[config.mk]
export PLATFORM = sky130hd
export DESIGN_NAME = sha256_nonce_sched
export DESIGN_NICKNAME = d
export VERILOG_FILES = /design/src/rtl/sha256_nonce_sched.sv
export SDC_FILE = /design/constraint.sdc
export NUM_CORES = 2
export LEC_CHECK = 0
export CAP_MARGIN = 10
export CORE_AREA = 2 2 735 737
export DETAILED_ROUTE_END_ITERATION = 8
export DIE_AREA = 0 0 737 739
export GPL_TIMING_DRIVEN = 0
export PLACE_DENSITY = 0.3
export REMOVE_ABC_BUFFERS = 1
export SYNTH_ARGS = -nofsm -noshare
export SYNTH_HDL_FRONTEND = slang
export SYNTH_SLANG_ARGS = --single-unit
[constraint.sdc]
create_clock -name clk -period 6.2 [get_ports clk]
set_clock_uncertainty 0.05 [all_clocks]
set_input_delay 0.93 -clock clk [delete_from_list [all_inputs] [get_ports clk]]
set_output_delay 0.93 -clock clk [all_outputs]
set_load 0.01 [all_outputs]
[src/rtl/sha256_nonce_sched.sv]
// Nonce search scheduler: feeds {header, nonce} to an external SHA-256 core and reports digests below target.
// Define MINER_DOUBLE_SHA_EN to hash every digest a second time (SHA-256d) before comparing.
module sha256_nonce_sched #(
    parameter int WDOG_CYCLES = 4096  // must be >= 2
) (
    input  logic         clk,
    input  logic         reset,
    input  logic         job_valid,
    output logic         job_ready,
    input  logic [607:0] job_header,
    input  logic [255:0] job_target,
    input  logic [31:0]  nonce_first,
    input  logic [31:0]  nonce_last,
    input  logic         abort,
    output logic         sha_start,
    output logic [639:0] sha_data,
    input  logic         sha_ready,
    input  logic [255:0] sha_hash,
    output logic         found_valid,
    output logic [31:0]  found_nonce,
    input  logic         found_ready,
    output logic         exhausted,
    output logic         sha_fault
);

    // Handshakes: a job transfers on job_valid & job_ready; a winning nonce transfers
    // on found_valid & found_ready; sha_start/sha_ready/exhausted are single-cycle pulses.
    typedef enum logic [2:0] {
        S_IDLE,
        S_ISSUE,
        S_WAIT,
        S_COMPARE,
        S_REPORT
`ifdef MINER_DOUBLE_SHA_EN
        , S_ISSUE2,
        S_WAIT2
`endif
    } state_t;

    // r_wdog counts cycles since the last sha_start; expiry lands the re-issue WDOG_CYCLES after it.
    localparam logic [31:0] WDOG_LIMIT = 32'(WDOG_CYCLES - 2);

    state_t         r_state;
    state_t         w_next;
    logic [607:0]   r_header;
    logic [255:0]   r_target;
    logic [31:0]    r_nonce;
    logic [31:0]    r_last;
    logic [255:0]   r_digest;
    logic [31:0]    r_wdog;
    logic           r_fault;
    logic           r_exhausted;

    logic           w_hit;
    logic           w_at_last;
    logic           w_wdog_exp;
    logic           w_ld_job;
    logic           w_take_digest;
    logic           w_advance;
    logic           w_finish;
    logic           w_fault_set;
    logic           w_in_wait;

    assign w_hit      = r_digest < r_target;
    assign w_at_last  = r_nonce == r_last;
    assign w_wdog_exp = r_wdog >= WDOG_LIMIT;

    always_comb begin
        w_next        = r_state;
        w_ld_job      = 1'b0;
        w_take_digest = 1'b0;
        w_advance     = 1'b0;
        w_finish      = 1'b0;
        w_fault_set   = 1'b0;
        case (r_state)
            S_IDLE: begin
                if (job_valid) begin
                    w_ld_job = 1'b1;
                    w_next   = S_ISSUE;
                end
            end
            S_ISSUE: w_next = S_WAIT;
            S_WAIT: begin
                if (sha_ready) begin
                    w_take_digest = 1'b1;
`ifdef MINER_DOUBLE_SHA_EN
                    w_next        = S_ISSUE2;
`else
                    w_next        = S_COMPARE;
`endif
                end else if (w_wdog_exp) begin
                    w_fault_set = 1'b1;
                    w_next      = S_ISSUE;
                end
            end
`ifdef MINER_DOUBLE_SHA_EN
            S_ISSUE2: w_next = S_WAIT2;
            S_WAIT2: begin
                if (sha_ready) begin
                    w_take_digest = 1'b1;
                    w_next        = S_COMPARE;
                end else if (w_wdog_exp) begin
                    w_fault_set = 1'b1;
                    w_next      = S_ISSUE2;
                end
            end
`endif
            S_COMPARE: begin
                if (w_hit) begin
                    w_next = S_REPORT;
                end else if (w_at_last) begin
                    w_finish = 1'b1;
                    w_next   = S_IDLE;
                end else begin
                    w_advance = 1'b1;
                    w_next    = S_ISSUE;
                end
            end
            S_REPORT: begin
                // After the consumer takes the nonce the search resumes as if it were a miss.
                if (found_ready) begin
                    if (w_at_last) begin
                        w_finish = 1'b1;
                        w_next   = S_IDLE;
                    end else begin
                        w_advance = 1'b1;
                        w_next    = S_ISSUE;
                    end
                end
            end
            default: w_next = S_IDLE;
        endcase

        if (abort && r_state != S_IDLE) begin
            w_next        = S_IDLE;
            w_take_digest = 1'b0;
            w_advance     = 1'b0;
            w_finish      = 1'b0;
            w_fault_set   = 1'b0;
        end
    end

    always_comb begin
        w_in_wait = r_state == S_WAIT;
`ifdef MINER_DOUBLE_SHA_EN
        w_in_wait = w_in_wait || r_state == S_WAIT2;
`endif
    end

    always_ff @(posedge clk or negedge reset) begin
        if (!reset) begin
            r_state     <= S_IDLE;
            r_header    <= '0;
            r_target    <= '0;
            r_nonce     <= '0;
            r_last      <= '0;
            r_digest    <= '0;
            r_wdog      <= '0;
            r_fault     <= 1'b0;
            r_exhausted <= 1'b0;
        end else begin
            r_state     <= w_next;
            r_exhausted <= w_finish;
            if (w_ld_job) begin
                r_header <= job_header;
                r_target <= job_target;
                r_nonce  <= nonce_first;
                r_last   <= nonce_last;
                r_fault  <= 1'b0;
            end else if (w_fault_set) begin
                r_fault <= 1'b1;
            end
            if (w_advance) begin
                r_nonce <= r_nonce + 32'd1;
            end
            if (w_take_digest) begin
                r_digest <= sha_hash;
            end
            if (sha_start) begin
                r_wdog <= '0;
            end else if (w_in_wait) begin
                r_wdog <= r_wdog + 32'd1;
            end
        end
    end

    always_comb begin
        sha_start = r_state == S_ISSUE;
        sha_data  = {r_header, r_nonce};
`ifdef MINER_DOUBLE_SHA_EN
        if (r_state == S_ISSUE2) begin
            sha_start = 1'b1;
            sha_data  = {r_digest, 384'h0};
        end
`endif
    end

    assign job_ready   = r_state == S_IDLE;
    assign found_valid = r_state == S_REPORT;
    assign found_nonce = r_nonce;
    assign exhausted   = r_exhausted;
    assign sha_fault   = r_fault;

endmodule

Word-level counts from Yosys, hierarchy flattened
Index checks and enable logic that the tools add are counted.

Order comparisons: 2. $add $sub $neg: 2. Reduce and logical (&&, ||, !) cells: 7. Multiplexer cells: 33. Eq/ne operators: 8.

Operator list (number): $lt 256x256->1 (1); $mux 32 (4); $add 32x1->32 const B (2); $eq 32x32->1 (1); $ge 32x12->1 const B (1); $mux 1 (20); $mux 3 (6); $pmux 3 s5 (1); $eq 3x2->1 const B (2); $reduce_bool 2->1 (3); $ne 4x3->1 const B (1); $pmux 1 s2 (2); $eq 3x1->1 const B (1); $eq 3x3->1 const B (1); $logic_not 3->1 (1); $ne 3x1->1 const B (1); $ne 3x2->1 const B (1); $reduce_and 3->1 (1); $reduce_bool 3->1 (1); $logic_and 1x1->1 (1).

Logic and storage cells: 61. Flip-flop bits (word level): 1221. Bits of input ports: 1190. Output and inout port bits: 677.

Logic depth before layout (Yosys ltp)
Depth in word-level cells: 7. Mapped depth: 16. Depth with buffers taken out: 13.

Worst setup path before layout
Ideal clock, no wire load.

Kind: reg-to-reg. Start: register r_digest[255]. End: register r_nonce[19], in the netlist found_nonce[19]. Path buffers: 1. Data required time: 6031 ps. Setup time: 119 ps. Data arrival time: 3081 ps. Clock period less this slack: 3250 ps. Stages on the path, launching flop included: 14. Setup slack: 2950 ps. Cells stage by stage: dfrtp_1 > ha_1 > nand4_2 > nor4_4 > and4_1 > nand2b_1 > or4_4 > nor3_2 > a211oi_1 > a21oi_1 > o211a_1 > buf_6 > mux2_2 > o21a_1.

Longest elaborated chain between the ends: 5. Elaborated cells on any way between the ends: 6. Classes of those cells: order compare (1); mux (4); reduce/logical (1).

RTL lines: from (decl) (RTL line 49) `logic [255:0] r_digest;`; from (signal assigned) (RTL line 177) `r_digest <= sha_hash;`; $lt 256x256->1 * (RTL line 64) `assign w_hit = r_digest < r_target;`; $mux 1 * (RTL line 109) `if (w_hit) begin`; $pmux 1 s2 * (RTL line 75) `case (r_state)`; $mux 1 * (RTL line 134) `if (abort && r_state != S_IDLE) begin`; $mux 32 / $reduce_bool 2->1 (equally long branches); to (signal assigned) (RTL line 167) `r_nonce <= nonce_first;`; to (signal assigned) (RTL line 174) `r_nonce <= r_nonce + 32'd1;`; to (decl) (RTL line 47) `logic [31:0] r_nonce;`.

Every way passes the cells marked *; elsewhere a longest branch is shown, timed or not. A chain may end at the register's enable or synchronous reset.

Worst setup path after layout
Start: register r_target[254]. End: register r_nonce[13], in the netlist found_nonce[13].

Longest elaborated chain between the ends: 5. Elaborated cells on any way between the ends: 6. Classes of those cells: order compare (1); mux (4); reduce/logical (1).

RTL lines: from (decl) (RTL line 46) `logic [255:0] r_target;`; from (signal assigned) (RTL line 166) `r_target <= job_target;`; $lt 256x256->1 * (RTL line 64); $mux 1 * (RTL line 109); $pmux 1 s2 * (RTL line 75); $mux 1 * (RTL line 134); $mux 32 / $reduce_bool 2->1 (equally long branches).

Marked as above.

==> results.tsv <==
metric	value	unit
GRT overflow	0	
clk root buf	clkbuf_16	
hold depth	2	
vias in the first global route	49800	
synth unique cells	67	
top cell type's share of synthesized area	0.5758	
Via Count	47920	
synth top area cells	dfrtp_1, nand2_1, ha_1	
Mapped Area	0.05307	sq mm
initial antenna violation count	374	
WL/cell	26.53	um
Mapped Avg Cell Area	9.602	sq um
I/O pin cnt	1867	
max_cap viols	0	
width of the die	737	um
pwr dens	519.4	mW/mm^2
post-route ant nets	0	
CP Capture Type	register	
CP Max Fanout	73	
HP Class	register to register	
reg2reg path depth	14	
# port buffers	1866	
ys async rst share	1.000	
nets	8804	
worst slew pin tran	1.187	ns
CTS tree	done	
Via-to-Cell Ratio	3.245	
clock period minus worst slack	5.574	ns
# Post-CTS Setup Buffers	0	
Hold WS	0.4201	ns
crit start category	register	
final core utilization	0.1635	
worst reg2reg endpoint	found_nonce[13]$_DFFE_PN0P_	
Routability Congestion	0.8828	
most common cell in the netlist	nand2_1	
P_leak	38.17	nW
clock buffer depth	4	
Max Clock Freq	179.4	MHz
Core ar.	0.5358	sq mm
Setup TNS Final	0	ns
Post-Layout Cell Count	14770	
relative slew slack	0.2059	
Routed met2 length	171600	um
Final Cycle Share	0.8990	
top_reg_cell synth	dfrtp_1	
P&R area growth vs syn	65.05	%
row count	269	
first-pass GRT wire length	508600	um
Synth Register Bits	1221	
synth warn	0	
GRT Overall Usage	0.1392	
Inst Count DP	14340	
Worst Path Required	6.91	ns
number of flops mapped to enable cells by yosys	0	
startpoint of the worst hold path	r_header[253]$_DFFE_PN0P_	
Sink Count	1221	
Finish-stage setup viols	0	
crit path kind	register to register	
Die Area	0.5446	sq mm
Clock Latency Late Sink	0.88	ns
Detail Placement HPWL	327000	um
met3 routed WL	51170	um
drt total wl	391800	um
Post-synth top cells	nand2_1, dfrtp_1, o21ai_0	
Post-Syn Instances	5527	
Starting Density	0.09904	
R2R Path Start	r_target[254]$_DFFE_PN0P_	
register area share after synthesis	0.5758	
CTS buffer count	188	
CP Data Arrival Time	6.28	ns
Fin. Hold Viols	0	
initial drt markers	2484	
RSZ-0062 raised after global routing	no	
highest routed layer	met5	
Met1 Wirelength	157100	um
Hold EP	r_header[253]$_DFFE_PN0P_	
DRC	0	
clock-pin slew on the worst setup and hold paths	0.06	ns
Slew Viols, Final	0	
share of cells above drive strength 1	0.08661	
worst vdd ir	207.1	uV
reg2reg setup slack	0.63	ns
status	finished, final reports clean	
H-Tree Level Count	4	
die height	739	um
drt first pass iters	7	
dominant cell type by area after synthesis	dfrtp_1	
largest net degree at the start of global routing	149	
## layout by cell type, fill, tap and decap left out, types with 8 or more instances in the layout
| master | n |
|---|---|
| a211oi_1 | 16 |
| a21o_1 | 24 |
| a21oi_1 | 99 |
| a31oi_1 | 8 |
| a32oi_1 | 14 |
| and3_1 | 15 |
| buf_12 | 8 |
| buf_16 | 44 |
| bufinv_16 | 18 |
| clkbuf_1 | 38 |
| clkbuf_16 | 189 |
| clkbuf_8 | 37 |
| clkdlybuf4s50_1 | 1865 |
| clkinv_2 | 35 |
| dfrtp_1 | 1221 |
| diode_2 | 79 |
| ha_1 | 258 |
| inv_1 | 270 |
| mux2_2 | 262 |
| nand2_1 | 2300 |
| nand3_1 | 81 |
| nand3b_1 | 11 |
| nand4_1 | 57 |
| nor2_1 | 80 |
| nor3_1 | 23 |
| nor4_1 | 16 |
| o211ai_1 | 17 |
| o21ai_0 | 323 |
| xnor2_1 | 33 |
## critical path, stage by stage (launching register included)
cell      delay [ns]
dfrtp_1         0.32
inv_1           0.06
ha_1            0.31
nand4_2         0.40
nor4_4          0.94
and4_1          0.53
nand2b_1        0.10
or4_4           0.53
nor3_2          0.21
a211oi_2        0.10
buf_8           0.18
a21oi_1         0.25
o211a_4         0.74
mux2_2          0.41
o21ai_0         0.16
## cells by family after synthesis
kind of cell / share of synthesized area
simple gates: 0.1985
buf+inv: 0.04244
flops: 0.5758
fa+ha+maj: 0.06083
mux: 0.05682
xor+xnor: 0.006437
compound gates: 0.05918
## worst max-delay path by stage
| stage | slack [ns] | to | cells past startpoint | start |
|---|---|---|---|---|
| floorplan | -15.51 | r_state[0]$_DFFE_PN0P_ | 3 | r_state[2]$_DFFE_PN0P_ |
| global placement | -64.72 | r_header[135]$_DFFE_PN0P_ | 1 | reset |
| detailed placement | 0.26 | found_nonce[22]$_DFFE_PN0P_ | 15 | r_target[65]$_DFFE_PN0P_ |
| CTS | 0.17 | found_nonce[22]$_DFFE_PN0P_ | 15 | r_target[65]$_DFFE_PN0P_ |
| global route | 0.28 | found_nonce[22]$_DFFE_PN0P_ | 15 | r_target[65]$_DFFE_PN0P_ |
| finish | 0.63 | found_nonce[13]$_DFFE_PN0P_ | 14 | r_target[254]$_DFFE_PN0P_ |
## layout make-up
| cell class | instances | area, sq um |
|---|---|---|
| inverter | 270 | 1013 |
| clock inverter | 75 | 1052 |
| timing repair buffer | 1923 | 20100 |
| sequential | 1221 | 30550 |
| antenna | 79 | 197.7 |
| tap | 7181 | 8985 |
| multi-input combinational | 3752 | 20310 |
| fill | 60110 | 448200 |
| clock buffer | 264 | 5381 |
## layer usage
layer	GRT usage	up-vias
met5	0	-
met4	0.02715	290
met3	0.08315	777
met2	0.2190	1842
met1	0.1624	23290
li1	-	21720
## stage by stage
stage               power [mW]  setup WS [ns]  instance area [sq um]
detailed placement       34.91         0.2564                  80890
global placement         24.19         -64.72                  79490
global route             49.15         0.2817                  87400
finish                   45.49         0.6261                  87590
floorplan                21.52         -15.51                  51830
CTS                      46.97         0.1707                  87330
## registers in the layout (all words and copies together) (netlist names)
name	cells
r_header	608
r_digest	256
r_target	256
found_nonce	32
r_last	32
r_wdog	32
r_state	3
exhausted	1
sha_fault	1
## report_power, final
group	total, mW	internal, mW	switching, mW
combinational	20.0	8.33	11.6
sequential	14.1	11.7	2.38
clock	11.4	6.81	4.64
## what timing repair did
action	CTS	global route
hold buffers	1	0
resized for setup	0	0
endpoints found under the hold margin	44	0
Power figures use the tool's default switching activity.
